`src/rtl/pipe_scheduler_pkg.sv`:
```
// Shared types and helpers for the pipe scheduler: state encoding, field widths
// and the random-number-to-gap mapping.
package pipe_scheduler_pkg;

  typedef enum logic [1:0] {
    ST_IDLE = 2'd0,
    ST_RUN  = 2'd1,
    ST_HALT = 2'd2
  } state_t;

  localparam int X_W     = 12;
  localparam int GAP_W   = 10;
  localparam int RND_W   = 10;
  localparam int SCORE_W = 10;
  localparam logic [SCORE_W-1:0] SCORE_MAX = 10'd999;

  // Scale a 10-bit random value into gap_min..gap_min+gap_range-1 with an exact 19-bit product.
  function automatic logic [GAP_W-1:0] map_gap(input logic [RND_W-1:0] rnd,
                                               input int gap_min,
                                               input int gap_range);
    logic [18:0] prod;
    prod = {9'd0, rnd} * 19'(gap_range);
    return GAP_W'(gap_min) + GAP_W'(prod >> RND_W);
  endfunction

endpackage

```
`src/rtl/pipe_slot.sv`:
```
// One pipe slot: holds valid/x/gap_y, scrolls on step, and flags its own
// retirement and bird-column crossing.
module pipe_slot
  import pipe_scheduler_pkg::*;
#(
  parameter int SCREEN_W = 640,
  parameter int PIPE_W   = 52,
  parameter int SPEED    = 2,
  parameter int BIRD_X   = 160
) (
  input  logic                    clk,
  input  logic                    rst_n,
  input  logic                    clear,
  input  logic                    step,
  input  logic                    load,
  input  logic [GAP_W-1:0]        load_gap,
  output logic                    valid,
  output logic signed [X_W-1:0]   x,
  output logic [GAP_W-1:0]        gap_y,
  output logic                    scored
);

  localparam int EW = X_W + 1;
  localparam logic signed [EW-1:0] PW   = EW'(PIPE_W);
  localparam logic signed [EW-1:0] SPD  = EW'(SPEED);
  localparam logic signed [EW-1:0] BX   = EW'(BIRD_X);
  localparam logic signed [EW-1:0] ZERO = '0;

  logic signed [EW-1:0] x_ext;
  logic signed [EW-1:0] x_new;
  logic                 move;
  logic                 retire;

  // One extra bit of headroom so right-edge sums never wrap.
  always_comb begin
    x_ext  = {x[X_W-1], x};
    x_new  = x_ext - SPD;
    move   = valid && step;
    retire = move && ((x_new + PW) <= ZERO);
    scored = move && ((x_ext + PW) > BX) && ((x_new + PW) <= BX);
  end

  always_ff @(posedge clk or negedge rst_n) begin
    if (!rst_n) begin
      valid <= 1'b0;
      x     <= '0;
      gap_y <= '0;
    end else if (clear) begin
      valid <= 1'b0;
      x     <= '0;
      gap_y <= '0;
    end else if (load) begin
      valid <= 1'b1;
      x     <= X_W'(SCREEN_W);
      gap_y <= load_gap;
    end else if (move) begin
      x <= x_new[X_W-1:0];
      if (retire) valid <= 1'b0;
    end
  end

endmodule

```
`src/rtl/pipe_scheduler.sv`:
```
// Pipe pool manager: game FSM, spawn distance counter, free-slot picker,
// gap mapping and score counter around NUM_PIPES pipe_slot instances.
module pipe_scheduler
  import pipe_scheduler_pkg::*;
#(
  parameter int NUM_PIPES    = 4,
  parameter int SCREEN_W     = 640,
  parameter int PIPE_W       = 52,
  parameter int PIPE_SPACING = 200,
  parameter int SPEED        = 2,
  parameter int BIRD_X       = 160,
  parameter int GAP_MIN      = 40,
  parameter int GAP_RANGE    = 281,
  localparam int IDX_W       = $clog2(NUM_PIPES)
) (
  input  logic                  clk,
  input  logic                  rst_n,
  input  logic                  frame_tick,
  input  logic                  start,
  input  logic                  crash,
  input  logic [RND_W-1:0]      rnd_num,
  output logic                  rnd_req,
  input  logic [IDX_W-1:0]      rd_idx,
  output logic                  rd_valid,
  output logic signed [X_W-1:0] rd_x,
  output logic [GAP_W-1:0]      rd_gap_y,
  output logic                  score_pulse,
  output logic [SCORE_W-1:0]    score,
  output logic [1:0]            state,
  output logic                  spawn_overflow
);

  localparam int DIST_W = $clog2(PIPE_SPACING + SPEED + 1);

  state_t                 state_q, state_d;
  logic                   run, restart, advance, spawn_due, found;
  logic [DIST_W-1:0]      dist_q, dist_sum;
  logic [IDX_W-1:0]       free_idx;
  logic [GAP_W-1:0]       gap_new;
  logic [NUM_PIPES-1:0]   valid_vec, scored_vec, load_vec;
  logic signed [X_W-1:0]  x_arr   [NUM_PIPES];
  logic [GAP_W-1:0]       gap_arr [NUM_PIPES];

  always_ff @(posedge clk or negedge rst_n) begin
    if (!rst_n) state_q <= ST_IDLE;
    else        state_q <= state_d;
  end

  always_comb begin
    state_d = state_q;
    case (state_q)
      ST_IDLE: if (start) state_d = ST_RUN;
      ST_RUN:  if (crash) state_d = ST_HALT;
      ST_HALT: if (start) state_d = ST_RUN;
      default: state_d = ST_IDLE;
    endcase
  end

  always_comb begin
    run     = (state_q == ST_RUN);
    restart = start && (state_q != ST_RUN);
  end

  assign state = state_q;

  // rnd_req is combinational: high in the cycle whose clock edge captures rnd_num
  // into a slot, so the generator may advance on that same edge.
  always_comb begin
    advance   = run && frame_tick && !crash;
    dist_sum  = dist_q + DIST_W'(SPEED);
    spawn_due = advance && (dist_sum >= DIST_W'(PIPE_SPACING));
    gap_new   = map_gap(rnd_num, GAP_MIN, GAP_RANGE);
    found     = 1'b0;
    free_idx  = '0;
    for (int i = NUM_PIPES - 1; i >= 0; i--) begin
      if (!valid_vec[i]) begin
        found    = 1'b1;
        free_idx = IDX_W'(i);
      end
    end
    rnd_req = spawn_due && found;
  end

  for (genvar g = 0; g < NUM_PIPES; g++) begin : g_slot
    assign load_vec[g] = rnd_req && (free_idx == IDX_W'(g));
    pipe_slot #(
      .SCREEN_W (SCREEN_W),
      .PIPE_W   (PIPE_W),
      .SPEED    (SPEED),
      .BIRD_X   (BIRD_X)
    ) u_slot (
      .clk      (clk),
      .rst_n    (rst_n),
      .clear    (restart),
      .step     (advance),
      .load     (load_vec[g]),
      .load_gap (gap_new),
      .valid    (valid_vec[g]),
      .x        (x_arr[g]),
      .gap_y    (gap_arr[g]),
      .scored   (scored_vec[g])
    );
  end

  always_ff @(posedge clk or negedge rst_n) begin
    if (!rst_n) begin
      dist_q         <= '0;
      score          <= '0;
      score_pulse    <= 1'b0;
      spawn_overflow <= 1'b0;
    end else begin
      score_pulse <= 1'b0;
      if (restart) begin
        dist_q         <= DIST_W'(PIPE_SPACING);
        score          <= '0;
        spawn_overflow <= 1'b0;
      end else if (advance) begin
        dist_q <= spawn_due ? '0 : dist_sum;
        if (spawn_due && !found) spawn_overflow <= 1'b1;
        if (|scored_vec) begin
          score_pulse <= 1'b1;
          if (score != SCORE_MAX) score <= score + 1'b1;
        end
      end
    end
  end

  assign rd_valid = valid_vec[rd_idx];
  assign rd_x     = x_arr[rd_idx];
  assign rd_gap_y = gap_arr[rd_idx];

endmodule

```
`config.mk`:
```
export PLATFORM = sky130hd
export DESIGN_NAME = pipe_scheduler
export DESIGN_NICKNAME = d
export VERILOG_FILES = /design/src/rtl/pipe_scheduler_pkg.sv /design/src/rtl/pipe_slot.sv /design/src/rtl/pipe_scheduler.sv
export SDC_FILE = /design/constraint.sdc
export NUM_CORES = 1
export LEC_CHECK = 0
export ABC_AREA = 0
export CAP_MARGIN = 20
export CORE_UTILIZATION = 30
export DETAILED_ROUTE_END_ITERATION = 10
export GPL_ROUTABILITY_DRIVEN = 0
export PLACE_DENSITY_LB_ADDON = 0.05
export SLEW_MARGIN = 20
export SYNTH_ARGS = -nofsm -noshare
export SYNTH_HDL_FRONTEND = slang
export SYNTH_SLANG_ARGS = --single-unit
```
`constraint.sdc`:
```
create_clock -name clk -period 5.7 [get_ports clk]
set_input_delay 1.14 -clock clk [delete_from_list [all_inputs] [get_ports clk]]
set_output_delay 1.14 -clock clk [all_outputs]
set_load 0.02 [all_outputs]
```
==> impl_metrics.yaml, run 1 <==
yosys:
  synth_top_area_frac: 0.299
  synth_area_sq_um: 9140
  yosysTopAreaCell: "dfrtp_1"
  ys.flop_type: "dfrtp_1"
  synth_cell_type_count: 94
  synthArstFlopShare: 1.00
  synth_nets: 1140
  yosysSeqAreaShare: 0.299
  yosys_warnings: 0
  synthCells: 1047
  avgSynthCellArea_sq_um: 8.72
  synth-seq-cells: 109
  synth-edff-count: 0
  synth_area_leaders: "dfrtp_1 30%, ha_1 9.0%, mux4_2 5.2%"
floorplanning:
  start_util: 0.307
  ioPinCount: 55
  die_y_microns: 177
  num_rows: 63
  die_area_sq_um: 31200
  die_w_microns: 177
  coreArea_sq_um: 29800
sta:
  fin_tns_setup_ns: 0
  postLayoutSetupSlackWorst_ns: 0.218
  hold_violations: 0
  rsz0062_at_grt: "false"
  skew_ns: 0.0137
  slew_violations: 0
  post-route-period-util: 0.962
  fmax_mhz: 182
  setup_viol: 0
  period_needed_ns: 5.48
  tightest_slew_ns: 1.04
  maxSlewHeadroom: 0.302
cts:
  htreeDepth: 3
  cts_tree: "done"
  root_buffer: "clkbuf_16"
  cts_buffer_depth: 2
  cts_sinks: 109
  path_clk_slew_ns: 0.08
  numCtsBuffers: 9
  clk_latency_ns: 0.37
critical_path:
  cp_top_family: "adder cells"
  arrival_ns: 5.77
  ff2ff_path_depth: 10
  crit_path_end_kind: "register"
  critPathMaxFanout: 8
  r2r-start: "g_slot[0].u_slot.x[3]$_DFFE_PN0P_"
  cp.required_ns: 5.99
  path_buf_inv: 3
  cp_slowest_stage_delay_ns: 0.50
  crit_slowest_cell: "fa_1"
  path_cells: "clkdlybuf4s50_1 > ha_1 > inv_1 > fa_2 > fa_1 > inv_2 > ha_4 > o21a_1 > o21a_1 > a311oi_2 > o21ai_2 > a21oi_2 > xnor2_1 > ha_2 > nor2_1 > or2_2 > a22o_1 > a221oi_2 > o31ai_4 > and3_4 > nor3_4"
  cp-start-kind: "input pin"
  critPathKind: "in2reg"
  regToRegSetupSlack_ns: 1.99
  crit_top_cell: "o21a_1"
  r2r-end: "score[9]$_DFFE_PN0P_"
global_route:
  grt_usage: 0.182
  grt_overflow: 0
  antenna_found_initial: 0
  grt_pass1_wl_microns: 44000
  first_global_vias: 7565
  grt_max_degree: 74
layout:
  area_delta_synth_final_pct: 15.2
  fin_cells: 1473
  fillerInstances: 3130
  nets: 1172
  diodes: 0
  drive_above_1_share: 0.135
status:
  run_status: "finished, final reports clean"
route:
  wl_microns: 27000
  wl_per_cell_microns: 18.3
  dr.pass1.iters: 5
  drc_errors: 0
  num_vias: 7674
  drtIter0Drc: 479
  viasPerCell: 5.21
  drtAntennaViolNets: 0
power_and_ir_drop:
  ir_drop_mv: 0.164
  p_per_area_nw_per_um2: 242
  p_leak_nw: 4.49
min_path:
  hold_start: "g_slot[3].u_slot.gap_y[1]$_DFFE_PN0P_"
  holdPathEnd: "g_slot[3].u_slot.gap_y[1]$_DFFE_PN0P_"
  holdPathStages: 2
  hold_path_class: "reg2reg"
job:
  cap_viol_max_count: 0
placed_design:
  placed_cells: 1456
  dp_slack_ns: -0.643
  dp_hpwl_microns: 19700
  io_buffer_count: 53
final cells by class:
type	instances	area, sq um	area share
Clock buffer	11	243	0.0231
Clock inverter	4	41.3	0.00392
Inverter	74	278	0.0264
Multi-Input combinational cell	798	5930	0.563
Sequential cell	109	2730	0.259
Tap cell	390	488	0.0464
Timing Repair Buffer	87	821	0.0780
synth_stat cells, types with 5 or more instances:
cell / number
a211oi_1: 9
a21boi_0: 5
a21oi_1: 61
a31oi_1: 8
and2_1: 7
and3_1: 22
buf_2: 11
buf_6: 5
clkbuf_1: 40
clkbuf_8: 6
dfrtp_1: 109
fa_1: 10
ha_1: 66
inv_1: 74
mux2_2: 13
mux4_2: 21
nand2_1: 81
nand2b_1: 13
nand3_1: 35
nand4_1: 6
nor2_1: 115
nor2b_1: 6
nor3_1: 48
nor3b_1: 9
nor4_1: 14
o211ai_1: 8
o21a_1: 7
o21ai_0: 45
o22ai_1: 6
o311ai_0: 6
o31ai_1: 8
or3_1: 18
xnor2_1: 36
xor2_1: 15
power by group:
group | switching, W | total [W] | internal [W]
sequential | 0.0000726 | 0.000912 | 0.000839
combinational | 0.000553 | 0.000989 | 0.000436
clock | 0.000329 | 0.000646 | 0.000317
cells by family (layout without fill, tap and decap cells):
group | Yosys count | in the layout | synth area share
xor+xnor | 51 | 51 | 0.0489
mux | 39 | 39 | 0.0751
buf+inv | 140 | 176 | 0.0701
flops | 109 | 109 | 0.299
simple gates | 405 | 405 | 0.223
fa+ha+maj | 76 | 76 | 0.112
compound gates | 226 | 226 | 0.171
other cells | 1 | 1 | 0.000411
metrics by stage:
| step | hold WS [ns] | instance area, sq um | power (W) | util |
|---|---|---|---|---|
| global placement | 0.474 | 10100 | 0.00190 | 0.337 |
| finish | 0.489 | 10500 | 0.00255 | 0.353 |
| detailed placement | 0.476 | 10100 | 0.00189 | 0.337 |
| CTS | 0.496 | 10400 | 0.00258 | 0.349 |
| global route | 0.533 | 10500 | 0.00274 | 0.353 |
| floorplan | 0.445 | 9160 | 0.00153 | - |
cells in the final DEF (no fill, tap or decap), drive strengths merged, types with 15 or more instances in the layout:
master and instances:
inv 77, nand2 82, ha 66, nor4 15, o21ai 47, clkdlybuf4s50 44, xor2 15, and3 24
dfrtp 109, mux4 22, nor2 117, a21oi 62, nor3 48, xnor2 36, nand3 35, buf 36
or3 21
layer usage:
layer | wire, microns | GRT usage | share of wire | up-vias
met3 | 732 | 0.0273 | 0.027 | 19
met5 | 0 | 0 | 0 | -
met4 | 333 | 0.0402 | 0.012 | 0
li1 | - | - | - | 3828
met1 | 13700 | 0.260 | 0.51 | 3718
met2 | 12300 | 0.286 | 0.45 | 109
registers in the layout, indices dropped and copies added, names as in the netlist:
signal               count
state                    2
score                   10
dist_q                   7
g_slot.u_slot.gap_y     40
score_pulse              1
spawn_overflow           1
g_slot.u_slot.x         44
g_slot.u_slot.valid      4
tightest hold or removal path: cells and delay by family (launching register included):
family           cells  cell delay, ns
flip-flops           1            0.35
AO/OA/AOI/OAI        1            0.06
AND/OR/NAND/NOR      1            0.04
worst max path at each step:
stage                           from                               endpoint  slack [ns]  cells past startpoint
after global routing      rnd_num[9]  g_slot[0].u_slot.gap_y[7]$_DFFE_PN0P_       0.003                     21
after floorplan           rnd_num[6]  g_slot[0].u_slot.gap_y[7]$_DFFE_PN0P_        0.03                     20
final                     rnd_num[9]  g_slot[0].u_slot.gap_y[7]$_DFFE_PN0P_        0.22                     21
after CTS                 rnd_num[7]  g_slot[3].u_slot.gap_y[7]$_DFFE_PN0P_        0.03                     22
after global placement    rnd_num[6]  g_slot[1].u_slot.gap_y[7]$_DFFE_PN0P_       -0.60                     22
after detailed placement  rnd_num[6]  g_slot[1].u_slot.gap_y[7]$_DFFE_PN0P_       -0.64                     22
what timing repair did:
item / 4_1_cts / 5_1_grt
hold buffers: 0 / 0
setup endpoints to repair: 4 / 8
gates resized for setup: 12 / 25
setup buffers: 0 / 1
pin swaps: 15 / 15
(Power assumes the default switching activity.)
==> inputs of run 2 (changes only) <==
CORE_UTILIZATION = 66   (was 30)
SLEW_MARGIN = 0   (was 20)
==> impl_metrics.yaml, run 2 (synthesis results as in run 1) <==
status:
  run_status: "finished, final reports clean"
power_and_ir_drop:
  ir_drop_mv: 0.182
  p_per_area_nw_per_um2: 251
  p_leak_nw: 4.48
sta:
  setup_viol: 0
  hold_violations: 0
  tightest_slew_ns: 1.06
  post-route-period-util: 0.964
  maxSlewHeadroom: 0.289
  skew_ns: 0.00671
  fin_tns_setup_ns: 0
  fmax_mhz: 182
  slew_violations: 0
  period_needed_ns: 5.49
placed_design:
  placed_cell_area_sq_um: 9720
  placed_cells: 1235
  dp_hpwl_microns: 16000
  io_buffer_count: 53
cts:
  clk_latency_ns: 0.36
  htreeDepth: 3
  cts_tree: "done"
  cts_hold_buf: 0
  numCtsBuffers: 9
  path_clk_slew_ns: 0.08
  cts_sinks: 109
  root_buffer: "clkbuf_16"
  cts_buffer_depth: 2
critical_path:
  cp.required_ns: 5.98
  critPathKind: "in2reg"
  critPathMaxFanout: 8
  crit_path_end_kind: "register"
  cp_slowest_stage_delay_ns: 0.54
  crit_slowest_cell: "fa_1"
  arrival_ns: 5.78
  cp-start-kind: "input pin"
  regToRegSetupSlack_ns: 2.00
  path_cells: "dlymetal6s2s_1 > ha_4 > ha_4 > fa_1 > inv_1 > fa_1 > inv_1 > ha_1 > o21a_1 > o21a_1 > a311oi_2 > o21ai_2 > a21oi_2 > xnor2_1 > ha_2 > nor2_1 > or2_2 > a22o_1 > a221oi_2 > o31ai_4 > and3_4 > nor3_2"
layout:
  diodes: 0
  stdcell_area_sq_um: 10200
  largest_reg_flops: 44
  area_delta_synth_final_pct: 11.3
  fin_util: 0.762
  regMostFlops: "g_slot.u_slot.x"
  nets: 1169
  reg.largest.list: "g_slot.u_slot.x (44), g_slot.u_slot.gap_y (40), score (10)"
  layout_common_cells: "115 x nor2_1, 109 x dfrtp_1, 81 x nand2_1"
  fillerInstances: 1003
  final_common_cell: "nor2_1"
  fin_cells: 1256
  drive_above_1_share: 0.127
global_route:
  grt_overflow: 0
  antenna_found_initial: 0
  first_global_vias: 7592
  grt_max_degree: 65
  grt_usage: 0.327
  grt_pass1_wl_microns: 37500
floorplanning:
  die_w_microns: 120
  start_util: 0.684
  ioPinCount: 55
  die_area_sq_um: 14300
  die_y_microns: 120
  num_rows: 42
  coreArea_sq_um: 13300
route:
  viasPerCell: 6.39
  drtAntennaViolNets: 0
  drc_errors: 0
  drtIter0Drc: 841
  wl_microns: 22600
  wl_per_cell_microns: 18.0
  dr.pass1.iters: 6
  num_vias: 8032
min_path:
  hold_path_class: "reg2reg"
job:
  cap_viol_max_count: 0
## run 2: changes by cell type in the layout (fill, tap and decap cells not counted), sizes merged
cell,previous run,this run
clkinvlp,1,0
buf,36,32
clkbuf,13,12
bufinv,0,1
inv,77,79
## run 2: worst paths after layout
check,from,end,depth (start not counted)
max in group asynchronous,rst_n,g_slot[1].u_slot.gap_y[0]$_DFFE_PN0P_,2
min in group asynchronous,rst_n,g_slot[3].u_slot.x[4]$_DFFE_PN0P_,1
worst min register to register,g_slot[3].u_slot.gap_y[1]$_DFFE_PN0P_,g_slot[3].u_slot.gap_y[1]$_DFFE_PN0P_,2
worst max-delay path,rnd_num[7],g_slot[0].u_slot.gap_y[7]$_DFFE_PN0P_,22
worst min-delay path,g_slot[3].u_slot.gap_y[1]$_DFFE_PN0P_,g_slot[3].u_slot.gap_y[1]$_DFFE_PN0P_,2
worst max register to register,g_slot[3].u_slot.x[3]$_DFFE_PN0P_,score[9]$_DFFE_PN0P_,11
## run 2: metrics by stage
stage / hold WS (ns) / total power, W / setup slack [ns]
finish: 0.488 / 0.00255 / 0.207
CTS: 0.492 / 0.00252 / 0.00621
global route: 0.522 / 0.00269 / -0.0333
floorplan: 0.445 / 0.00153 / 0.0349
detailed placement: 0.473 / 0.00183 / -0.682
global placement: 0.464 / 0.00180 / -0.493
## run 2: timing repair
action                                  in CTS  in global routing
gates cloned                                 0                  0
buffers inserted                             2                  2
endpoints found under the setup margin       4                  5
pin swaps                                    9                 11
resized for setup                            7                 20
## run 2: layout make-up
cell class / instances / area, sq um / share of cell area
repair buffers: 84 / 756 / 0.0743
well taps: 176 / 220 / 0.0217
flip-flops and latches: 109 / 2730 / 0.268
clock buffers: 9 / 225 / 0.0222
multi-input cells: 798 / 5880 / 0.579
inverters: 74 / 278 / 0.0273
clock inverters: 6 / 76.3 / 0.00751
## run 2: power breakdown
group | total [W] | internal, W | switching [W]
Sequential | 0.000913 | 0.000839 | 0.0000740
Clock | 0.000661 | 0.000349 | 0.000313
Combinational | 0.000973 | 0.000430 | 0.000543
## run 2: per-layer routing
metal / routed length, microns / track usage / part of all wire / vias up
li1: - / - / - / 3798
met1: 9940 / 0.442 / 0.44 / 3901
met2: 10800 / 0.532 / 0.48 / 292
met3: 1310 / 0.0523 / 0.058 / 41
met4: 536 / 0.116 / 0.024 / 0
met5: 0 / 0 / 0 / -
## run 2: worst max-delay path: cells and delay by family
family | cells | cell delay, ns
AO/OA/AOI/OAI | 8 | 1.48
XOR/XNOR | 1 | 0.13
adder cells (fa/ha/maj) | 6 | 2.04
buffers and inverters | 3 | 0.28
AND/OR/NAND/NOR | 4 | 0.70
